===== config.mk =====
export PLATFORM = sky130hd
export DESIGN_NAME = conv_seq_ctrl_flat
export DESIGN_NICKNAME = d
export VERILOG_FILES = /design/src/rtl/conv_seq_ctrl_if.sv /design/src/rtl/conv_seq_ctrl.sv /design/src/flat_wrapper.sv
export SDC_FILE = /design/constraint.sdc
export NUM_CORES = 1
export LEC_CHECK = 0
export ABC_AREA = 1
export CORE_MARGIN = 8
export CORE_UTILIZATION = 53
export CTS_CLUSTER_SIZE = 8
export DETAILED_ROUTE_END_ITERATION = 8
export PLACE_DENSITY = 0.81
export SYNTH_ARGS = -nofsm -noshare
export SYNTH_HDL_FRONTEND = slang
export SYNTH_SLANG_ARGS = --single-unit
export TNS_END_PERCENT = 1

===== constraint.sdc =====
create_clock -name clk -period 2.85 [get_ports clk]
set_input_delay 0.57 -clock clk [delete_from_list [all_inputs] [get_ports clk]]
set_output_delay 0.57 -clock clk [all_outputs]
set_load 0.01 [all_outputs]

===== src/rtl/conv_seq_ctrl_if.sv =====
// rtl/conv_seq_ctrl_if.sv - handshake and strobe bundle between start control, conv_seq_ctrl and the conversion datapath
//
// Optional feature macro: CTRL_ABORT_EN (adds the abort request line).
//
// Signals:
//   start       run request (falling edge after being seen high in IDLE launches a run)
//   data_valid  source word ready, only looked at while reading
//   abort       synchronous run cancel (CTRL_ABORT_EN builds only)
//   clr         datapath clear, high while idle
//   read_data   high throughout every read cycle
//   store_num   store strobe
//   en_cnt      sample counter enable strobe
//   write_file  result write strobe, once per run
//   done        one-cycle completion pulse
//   busy        high whenever a run is in progress
//   sample_idx  index of the sample being processed
//
// Modports:
//   master  start control / source side (drives requests, observes strobes)
//   slave   the sequencing controller
interface conv_seq_ctrl_if #(
    parameter int CNT_W = 8
);
    logic             start;
    logic             data_valid;
`ifdef CTRL_ABORT_EN
    logic             abort;
`endif
    logic             clr;
    logic             read_data;
    logic             store_num;
    logic             en_cnt;
    logic             write_file;
    logic             done;
    logic             busy;
    logic [CNT_W-1:0] sample_idx;

`ifdef CTRL_ABORT_EN
    modport master (
        output start, data_valid, abort,
        input  clr, read_data, store_num, en_cnt, write_file, done, busy, sample_idx
    );

    modport slave (
        input  start, data_valid, abort,
        output clr, read_data, store_num, en_cnt, write_file, done, busy, sample_idx
    );
`else
    modport master (
        output start, data_valid,
        input  clr, read_data, store_num, en_cnt, write_file, done, busy, sample_idx
    );

    modport slave (
        input  start, data_valid,
        output clr, read_data, store_num, en_cnt, write_file, done, busy, sample_idx
    );
`endif
endinterface


===== src/rtl/conv_seq_ctrl.sv =====
// rtl/conv_seq_ctrl.sv - read/convert/store/count/write sequencing controller for the conversion datapath
//
// Optional feature macro: CTRL_ABORT_EN (abort input on the bus; cancels a run back to IDLE).
//
// Parameters:
//   NUM_SAMPLES  samples per run, 1 .. 2**CNT_W
//   CALC_CYCLES  cycles spent converting each sample, >= 1
//   CNT_W        width of sample_idx
//
// Ports:
//   clk   rising-edge clock
//   rst   asynchronous, active-high reset
//   bus   conv_seq_ctrl_if.slave: start/data_valid(/abort) in, one-hot Moore strobes,
//         done, busy and sample_idx out
//
// Every output is a register whose value is a pure function of the state
// register, so nothing on the bus depends combinationally on an input.
module conv_seq_ctrl #(
    parameter int NUM_SAMPLES = 24,
    parameter int CALC_CYCLES = 1,
    parameter int CNT_W       = 8
) (
    input  logic            clk,
    input  logic            rst,
    conv_seq_ctrl_if.slave  bus
);

    // A one-cycle CALC still needs a one-bit counter so the compare stays legal.
    localparam int WAIT_W = (CALC_CYCLES > 1) ? $clog2(CALC_CYCLES) : 1;

    localparam logic [CNT_W-1:0]  LAST_IDX  = CNT_W'(NUM_SAMPLES - 1);
    localparam logic [WAIT_W-1:0] WAIT_LOAD = WAIT_W'(CALC_CYCLES - 1);

    typedef enum logic [2:0] {
        S_IDLE   = 3'd0,
        S_ARMED  = 3'd1,
        S_READ   = 3'd2,
        S_CALC   = 3'd3,
        S_STORE  = 3'd4,
        S_COUNT  = 3'd5,
        S_WRITE  = 3'd6,
        S_FINISH = 3'd7
    } state_t;

    state_t            state_q, state_d;
    logic [WAIT_W-1:0] wait_q,  wait_d;
    logic [CNT_W-1:0]  idx_q,   idx_d;

    logic clr_q;
    logic read_data_q;
    logic store_num_q;
    logic en_cnt_q;
    logic write_file_q;
    logic done_q;
    logic busy_q;

    // Next-state, wait counter and sample index.
    always_comb begin
        state_d = state_q;
        wait_d  = wait_q;
        idx_d   = idx_q;

        case (state_q)
            S_IDLE: begin
                wait_d = '0;
                if (bus.start) begin
                    state_d = S_ARMED;
                end
            end

            // The run launches on the falling edge of start, so hold here
            // for as long as start stays high.
            S_ARMED: begin
                if (!bus.start) begin
                    state_d = S_READ;
                end
            end

            S_READ: begin
                if (bus.data_valid) begin
                    state_d = S_CALC;
                    wait_d  = WAIT_LOAD;
                end
            end

            // wait_q counts the CALC cycles still to go after this one.
            S_CALC: begin
                if (wait_q == '0) begin
                    state_d = S_STORE;
                end else begin
                    wait_d = wait_q - WAIT_W'(1);
                end
            end

            S_STORE: begin
                state_d = S_COUNT;
            end

            // Terminal compare comes before the increment, so the index
            // never wraps even when NUM_SAMPLES == 2**CNT_W.
            S_COUNT: begin
                if (idx_q == LAST_IDX) begin
                    state_d = S_WRITE;
                end else begin
                    idx_d   = idx_q + CNT_W'(1);
                    state_d = S_READ;
                end
            end

            S_WRITE: begin
                state_d = S_FINISH;
            end

            S_FINISH: begin
                state_d = S_IDLE;
            end

            default: begin
                state_d = S_IDLE;
            end
        endcase

`ifdef CTRL_ABORT_EN
        // Cancel overrides every other transition, including COUNT -> WRITE.
        if (bus.abort && (state_q != S_IDLE)) begin
            state_d = S_IDLE;
            wait_d  = '0;
        end
`endif

        // The index reads zero for every cycle spent in IDLE, whichever way
        // IDLE was reached.
        if (state_d == S_IDLE) begin
            idx_d = '0;
        end
    end

    // State, counters and output registers. The strobes are decoded from
    // state_d so that each one lines up exactly with the state it belongs to.
    always_ff @(posedge clk or posedge rst) begin
        if (rst) begin
            state_q      <= S_IDLE;
            wait_q       <= '0;
            idx_q        <= '0;
            clr_q        <= 1'b1;
            read_data_q  <= 1'b0;
            store_num_q  <= 1'b0;
            en_cnt_q     <= 1'b0;
            write_file_q <= 1'b0;
            done_q       <= 1'b0;
            busy_q       <= 1'b0;
        end else begin
            state_q      <= state_d;
            wait_q       <= wait_d;
            idx_q        <= idx_d;
            clr_q        <= (state_d == S_IDLE);
            read_data_q  <= (state_d == S_READ);
            store_num_q  <= (state_d == S_STORE);
            en_cnt_q     <= (state_d == S_COUNT);
            write_file_q <= (state_d == S_WRITE);
            done_q       <= (state_d == S_FINISH);
            busy_q       <= (state_d != S_IDLE);
        end
    end

    assign bus.clr        = clr_q;
    assign bus.read_data  = read_data_q;
    assign bus.store_num  = store_num_q;
    assign bus.en_cnt     = en_cnt_q;
    assign bus.write_file = write_file_q;
    assign bus.done       = done_q;
    assign bus.busy       = busy_q;
    assign bus.sample_idx = idx_q;

endmodule


===== src/flat_wrapper.sv =====
// flat-port wrapper written by rule: the top's interface ports become plain ports
module conv_seq_ctrl_flat 
#(
    parameter int NUM_SAMPLES = 24,
    parameter int CALC_CYCLES = 1,
    parameter int CNT_W       = 8
)
  (clk, rst, bus_start, bus_data_valid, bus_clr, bus_read_data, bus_store_num, bus_en_cnt, bus_write_file, bus_done, bus_busy, bus_sample_idx);
  conv_seq_ctrl_if #(.CNT_W(CNT_W)) bus_i ();
  input  logic clk;
  input  logic rst;
  input wire logic [$bits(bus_i.start)-1:0] bus_start;
  input wire logic [$bits(bus_i.data_valid)-1:0] bus_data_valid;
  output wire logic [$bits(bus_i.clr)-1:0] bus_clr;
  output wire logic [$bits(bus_i.read_data)-1:0] bus_read_data;
  output wire logic [$bits(bus_i.store_num)-1:0] bus_store_num;
  output wire logic [$bits(bus_i.en_cnt)-1:0] bus_en_cnt;
  output wire logic [$bits(bus_i.write_file)-1:0] bus_write_file;
  output wire logic [$bits(bus_i.done)-1:0] bus_done;
  output wire logic [$bits(bus_i.busy)-1:0] bus_busy;
  output wire logic [$bits(bus_i.sample_idx)-1:0] bus_sample_idx;
  assign bus_i.start = bus_start;
  assign bus_i.data_valid = bus_data_valid;
  assign bus_clr = bus_i.clr;
  assign bus_read_data = bus_i.read_data;
  assign bus_store_num = bus_i.store_num;
  assign bus_en_cnt = bus_i.en_cnt;
  assign bus_write_file = bus_i.write_file;
  assign bus_done = bus_i.done;
  assign bus_busy = bus_i.busy;
  assign bus_sample_idx = bus_i.sample_idx;
  conv_seq_ctrl #(.NUM_SAMPLES(NUM_SAMPLES), .CALC_CYCLES(CALC_CYCLES), .CNT_W(CNT_W)) u_core (.clk(clk), .rst(rst), .bus(bus_i));
endmodule

==> results of run 1 <==
==> worst reg2reg max path: cells and delay by family, from the launching register on <==
| kind | cells | cell delay [ns] |
|---|---|---|
| fa+ha+maj | 1 | 0.26 |
| simple gates | 6 | 0.62 |
| compound gates | 1 | 0.03 |
| flops | 1 | 0.45 |
| buf+inv | 1 | 0.17 |
==> cells by family after synthesis <==
group,after synthesis
flops,18
fa+ha+maj,1
buf+inv,23
compound gates,11
simple gates,63
==> where the power goes <==
part	internal, mW	switching, mW	total (mW)
clock	0.0546	0.0790	0.134
combinational	0.161	0.242	0.403
sequential	0.319	0.0503	0.369
==> registers in the layout, indices dropped and copies added (netlist names) <==
register and count:
u_core.bus.clr 1, u_core.bus.busy 1, u_core.bus.done 1, u_core.bus.sample_idx 8
u_core.bus.en_cnt 1, u_core.state_q 3, u_core.bus.read_data 1, u_core.bus.write_file 1
u_core.bus.store_num 1
==> cells in the mapped netlist (all sizes together) <==
cell type / n
o211ai: 3
o21ai: 2
nor2: 15
dfstp: 1
nand3: 4
or2: 1
o21bai: 2
inv: 23
nor3: 2
nor3b: 1
nand2: 35
a21oi: 4
nand4: 5
dfrtp: 17
ha: 1
==> layer usage <==
layer | vias to the layer above | wire length [µm] | part of all wire [%] | GRT usage, %
li1 | 405 | - | - | -
met1 | 375 | 824 | 45 | 13.72
met2 | 18 | 834 | 46 | 18.81
met3 | 5 | 136 | 7.4 | 5.298
met4 | 0 | 33 | 1.8 | 5.944
met5 | - | 0 | 0 | 0
==> worst min-delay path by stage <==
stage,end,startpoint,depth (start not counted)
detailed placement,u_core.bus.en_cnt$_DFF_PP0_,u_core.state_q[1]$_DFF_PP0_,1
global placement,u_core.bus.en_cnt$_DFF_PP0_,u_core.state_q[1]$_DFF_PP0_,1
finish,u_core.bus.en_cnt$_DFF_PP0_,u_core.state_q[1]$_DFF_PP0_,1
floorplan,u_core.bus.en_cnt$_DFF_PP0_,u_core.state_q[1]$_DFF_PP0_,1
CTS,u_core.bus.en_cnt$_DFF_PP0_,u_core.state_q[1]$_DFF_PP0_,1
global route,u_core.bus.en_cnt$_DFF_PP0_,u_core.state_q[1]$_DFF_PP0_,1
==> cell type report <==
| class | instances | area [µm²] | share of cell area, % |
|---|---|---|---|
| multi-input cells | 75 | 387.9 | 33.62 |
| clock buffers | 4 | 26.28 | 2.278 |
| repair buffers | 18 | 180.2 | 15.62 |
| well taps | 17 | 21.27 | 1.844 |
| inverters | 23 | 86.33 | 7.484 |
| flip-flops and latches | 18 | 451.7 | 39.15 |
==> results.ini, run 1 <==
[final_layout]
final_common_cell=nand2_1
areaGrowthSynthToFinish_pct=24.59
final_cell_area_um2=1154
nets=144
layout_common_cells=31 x nand2_1, 20 x inv_1, 18 x clkdlybuf4s50_1
diodes=0
final_cells=155
nFillCells=135
utilization_pct=68.30
drive_above_1_share_pct=12.32

[clock_tree]
cts_hold_buffers=0
cts_tree=built
clk_pin_slew_ns=0.10
postCtsSetupRepairBufs=0
clockRootBuffer=clkbuf_4
numCtsBuffers=3
cts_resized=0
cts_buffer_depth=2
cts_sinks=18
cts-htree-levels=1
clk_latency_ns=0.30

[yosys]
synth-simple-area-share_pct=31.08
yosysTopAreaCell=dfrtp_1
synthXorXnorAreaFrac_pct=0
ys_types=23
synth.area.mux_share_pct=0
yosys_warnings=0
syn_nets=121
yosys_register_bits=18
netlist.area_leader.share_pct=45.95
ys_seq_area_share_pct=48.78
syn_area_per_cell_um2=7.982
synthAdderAreaFrac_pct=1.351
synthCells=116
synth-compound-area-share_pct=9.459
syn_area_um2=925.9
ys_top_cells_by_area=dfrtp_1 46%, nand2_1 13%, inv_1 8.1%, nor2_1 5.3%, nand4_1 3.4%
synth_top_family_by_area=simple AND/OR/NAND/NOR gates

[die]
start_util_pct=54.81
num_io_pins=19
rows=15
fp.coreArea_um2=1689
die-area_um2=3340
die_x_um=57.80
die_h_um=57.80

[sta]
worst_slack_ns=0.8812
fin_hold_ws_ns=0.5167
finalHoldViolCount=0
finalClockSkew_ns=0.007618
fin_crit_sh_pct=69.08
fin_crit_ns=1.969
slew_headroom_pct=56.94
tns_ns=0
worstMarginPinSlew_ns=0.6452
fmax_mhz=507.9
rsz0062_at_grt=no
finalMaxSlewViolations=0
setup_viol=0

[setup_path]
critPathTopFamily=buffers and inverters
critPathSlowestCell=clkdlybuf4s50_1
rr_endpoint=u_core.bus.sample_idx[3]$_DFFE_PP0P_
cp-startpoint=u_core.bus.sample_idx[3]$_DFFE_PP0P_
cp.required_ns=2.28
worstReg2RegStart=u_core.bus.sample_idx[0]$_DFFE_PP0P_
cp_max_fo=8
path_class=reg -> out
r2r_slack_ns=1.22
crit_buf_inv=1
arrival_ns=1.40
max_stage_delay_ns=0.60
worstSetupEndpoint=bus_sample_idx[3]
crit_cells=1
reg2regPathDepth=9
cp-end-kind=primary output
cp-start-kind=register
crit_chain=clkdlybuf4s50_1

[route]
wirelength_um=1829
vias=803
wl_per_cell_um=11.80
final_antenna_net_count=0
viasPerCell=5.181
first_iter_violations=12
drc=0
firstDrtPassIters=4

[grt]
grt_pass1_vias=749
antenna_found_initial=0
grt.overflow.total=0
grt_max_degree=19
grt_use_total_pct=12.04
grt_pass1_wl_um=3174

[worst_hold_path]
min_path_type=reg -> reg

[power_and_ir_drop]
p_leak_nw=0.6247
power_density_nw_per_um2=785.2
peakVddDrop_v=0.0005400
totalPowerFinal_uw=905.8

[place]
place_ws_ns=0.9845
place_congestion=0.8632
dpl-instance-area_um2=1127
port_buffers=18
dp.cells=151
dp_hpwl_um=1441

[status]
status=complete, no violations

[job]
maxCapViolations=0

(Power assumes the default switching activity.)
==> run 2, diff against run 1 <==
--- a/config.mk
+++ b/config.mk
@@ -7,10 +7,10 @@
 export LEC_CHECK = 0
 export ABC_AREA = 1
 export CORE_MARGIN = 8
-export CORE_UTILIZATION = 53
+export CORE_UTILIZATION = 49
 export CTS_CLUSTER_SIZE = 8
 export DETAILED_ROUTE_END_ITERATION = 8
-export PLACE_DENSITY = 0.81
+export PLACE_DENSITY = 0.76
 export SYNTH_ARGS = -nofsm -noshare
 export SYNTH_HDL_FRONTEND = slang
 export SYNTH_SLANG_ARGS = --single-unit
==> constraint.sdc (replaced) <==
create_clock -name clk -period 2 [get_ports clk]
set_input_delay 0.4 -clock clk [delete_from_list [all_inputs] [get_ports clk]]
set_output_delay 0.4 -clock clk [all_outputs]
set_load 0.01 [all_outputs]
==> results.ini, run 2 (same netlist as run 1, synthesis figures left out) <==
[setup_path]
max_stage_delay_ns=0.60  ; about the same
cp-start-kind=register  ; unchanged
arrival_ns=1.39  ; was 1.40 ns
path_class=reg -> out  ; unchanged
cp.required_ns=1.60  ; was 2.28 ns
crit_buf_inv=1  ; unchanged
reg2regPathDepth=8  ; was 9
cp_max_fo=8  ; unchanged
critPathSlowestCell=clkdlybuf4s50_1  ; unchanged
r2r_slack_ns=0.37  ; was 1.22 ns
crit_chain=clkdlybuf4s50_1  ; unchanged
cp-end-kind=primary output  ; unchanged
critPathTopFamily=buffers and inverters  ; unchanged
worstReg2RegStart=u_core.bus.sample_idx[0]$_DFFE_PP0P_  ; unchanged
rr_endpoint=u_core.bus.sample_idx[1]$_DFFE_PP0P_  ; was u_core.bus.sample_idx[3]$_DFFE_PP0P_

[die]
num_io_pins=19  ; unchanged
die_x_um=59.47  ; was 57.80 µm
die-area_um2=3537  ; was 3340 µm²
fp.coreArea_um2=1745  ; was 1689 µm²
rows=15  ; unchanged
die_h_um=59.47  ; was 57.80 µm
start_util_pct=53.05  ; was 54.81%

[route]
firstDrtPassIters=4  ; unchanged
drc=0  ; unchanged
first_iter_violations=10  ; was 12
final_antenna_net_count=0  ; unchanged
wirelength_um=1828  ; was 1829 µm
wl_per_cell_um=11.15  ; was 11.80 µm
viasPerCell=4.817  ; was 5.181
vias=790  ; was 803

[place]
dp.cells=160  ; was 151
place_congestion=0.7492  ; was 0.8632
dp_hpwl_um=1416  ; was 1441 µm
port_buffers=18  ; unchanged
dpl-instance-area_um2=1145  ; was 1127 µm²
place_ws_ns=0.3009  ; was 0.9845 ns

[clock_tree]
cts_tree=built  ; unchanged
numCtsBuffers=3  ; unchanged
postCtsSetupRepairBufs=0  ; unchanged
cts_hold_buffers=0  ; unchanged
cts-htree-levels=1  ; unchanged
cts_resized=0  ; unchanged
cts_buffer_depth=2  ; unchanged
clk_latency_ns=0.28  ; was 0.30 ns
cts_sinks=18  ; unchanged
clk_pin_slew_ns=0.10  ; about the same
clockRootBuffer=clkbuf_4  ; unchanged

[final_layout]
multi_input_area_um2=387.9  ; unchanged
diodes=0  ; unchanged
utilization_pct=67.10  ; was 68.30%
nets=145  ; was 144
layout_common_cells=31 x nand2_1, 20 x inv_1, 18 x clkdlybuf4s50_1  ; unchanged
ff_latch_area_um2=451.7  ; unchanged
final_cells=164  ; was 155
nFillCells=150  ; was 135
final_common_cell=nand2_1  ; unchanged
areaGrowthSynthToFinish_pct=26.49  ; was 24.59%
largest_reg_flops=8  ; unchanged
drive_above_1_share_pct=12.95  ; was 12.32%
final_cell_area_um2=1171  ; was 1154 µm²

[grt]
grt.overflow.total=0  ; unchanged
grt_pass1_vias=772  ; was 749
grt_pass1_wl_um=3174  ; unchanged
grt_use_total_pct=11.42  ; was 12.04%
antenna_found_initial=0  ; unchanged
grt_max_degree=19  ; unchanged

[sta]
worstMarginPinSlew_ns=0.2730  ; was 0.6452 ns
fin_hold_ws_ns=0.4424  ; was 0.5167 ns
finalClockSkew_ns=0.0004425  ; was 0.007618 ns
fmax_mhz=558.7
setup_viol=0  ; unchanged
worst_slack_ns=0.2101  ; was 0.8812 ns
rsz0062_at_grt=no  ; unchanged
slew_headroom_pct=81.80  ; was 56.94%
finalMaxSlewViolations=0  ; unchanged
tns_ns=0  ; unchanged
fin_crit_sh_pct=89.50
finalHoldViolCount=0  ; unchanged
fin_crit_ns=1.790

[status]
status=complete, no violations  ; unchanged

[job]
maxCapViolations=0  ; unchanged

[power_and_ir_drop]
power_density_nw_per_um2=1092  ; was 785.2 nW/µm²
totalPowerFinal_mw=1.279  ; was 905.8 µW
p_leak_nw=0.6295  ; was 0.6247 nW
peakVddDrop_v=0.0009586  ; was 0.0005400 V

[worst_hold_path]
min_path_type=in -> async  ; was reg -> reg

run 2: worst max path at each step:
| stage | startpoint | cells after the start | endpoint |
|---|---|---|---|
| floorplan | u_core.bus.sample_idx[0]$_DFFE_PP0P_ | 8 | u_core.bus.sample_idx[1]$_DFFE_PP0P_ |
| global placement | bus_start | 9 | u_core.bus.sample_idx[0]$_DFFE_PP0P_ |
| detailed placement | bus_start | 9 | u_core.bus.sample_idx[0]$_DFFE_PP0P_ |
| CTS | u_core.bus.sample_idx[3]$_DFFE_PP0P_ | 1 | bus_sample_idx[3] |
| global route | u_core.bus.sample_idx[3]$_DFFE_PP0P_ | 1 | bus_sample_idx[3] |
| finish | u_core.bus.sample_idx[3]$_DFFE_PP0P_ | 1 | bus_sample_idx[3] |
run 2: layout make-up:
type | instances | area share [%]
Sequential cell | 18 | 38.57
Inverter | 23 | 7.372
Timing Repair Buffer | 19 | 16.03
Clock buffer | 4 | 2.244
Multi-Input combinational cell | 75 | 33.12
Tap cell | 25 | 2.671
run 2: layer usage:
layer,track usage (%),routed length [µm]
met1,14.68,901
met2,17.26,811
met3,2.820,81
met4,5.461,33
met5,0,0
run 2: report_power, final:
group          switching, mW  internal (mW)  total [mW]
Combinational          0.339          0.230       0.570
Clock                  0.105         0.0775       0.183
Sequential            0.0721          0.455       0.527
==> run 3, diff against run 2 <==
--- a/config.mk
+++ b/config.mk
@@ -11,6 +11,7 @@
 export CTS_CLUSTER_SIZE = 8
 export DETAILED_ROUTE_END_ITERATION = 8
 export PLACE_DENSITY = 0.76
+export SETUP_SLACK_MARGIN = 0.1
 export SYNTH_ARGS = -nofsm -noshare
 export SYNTH_HDL_FRONTEND = slang
 export SYNTH_SLANG_ARGS = --single-unit
==> results of run 3 <==
Final layout, timing and power as in run 2 (identical DEF).
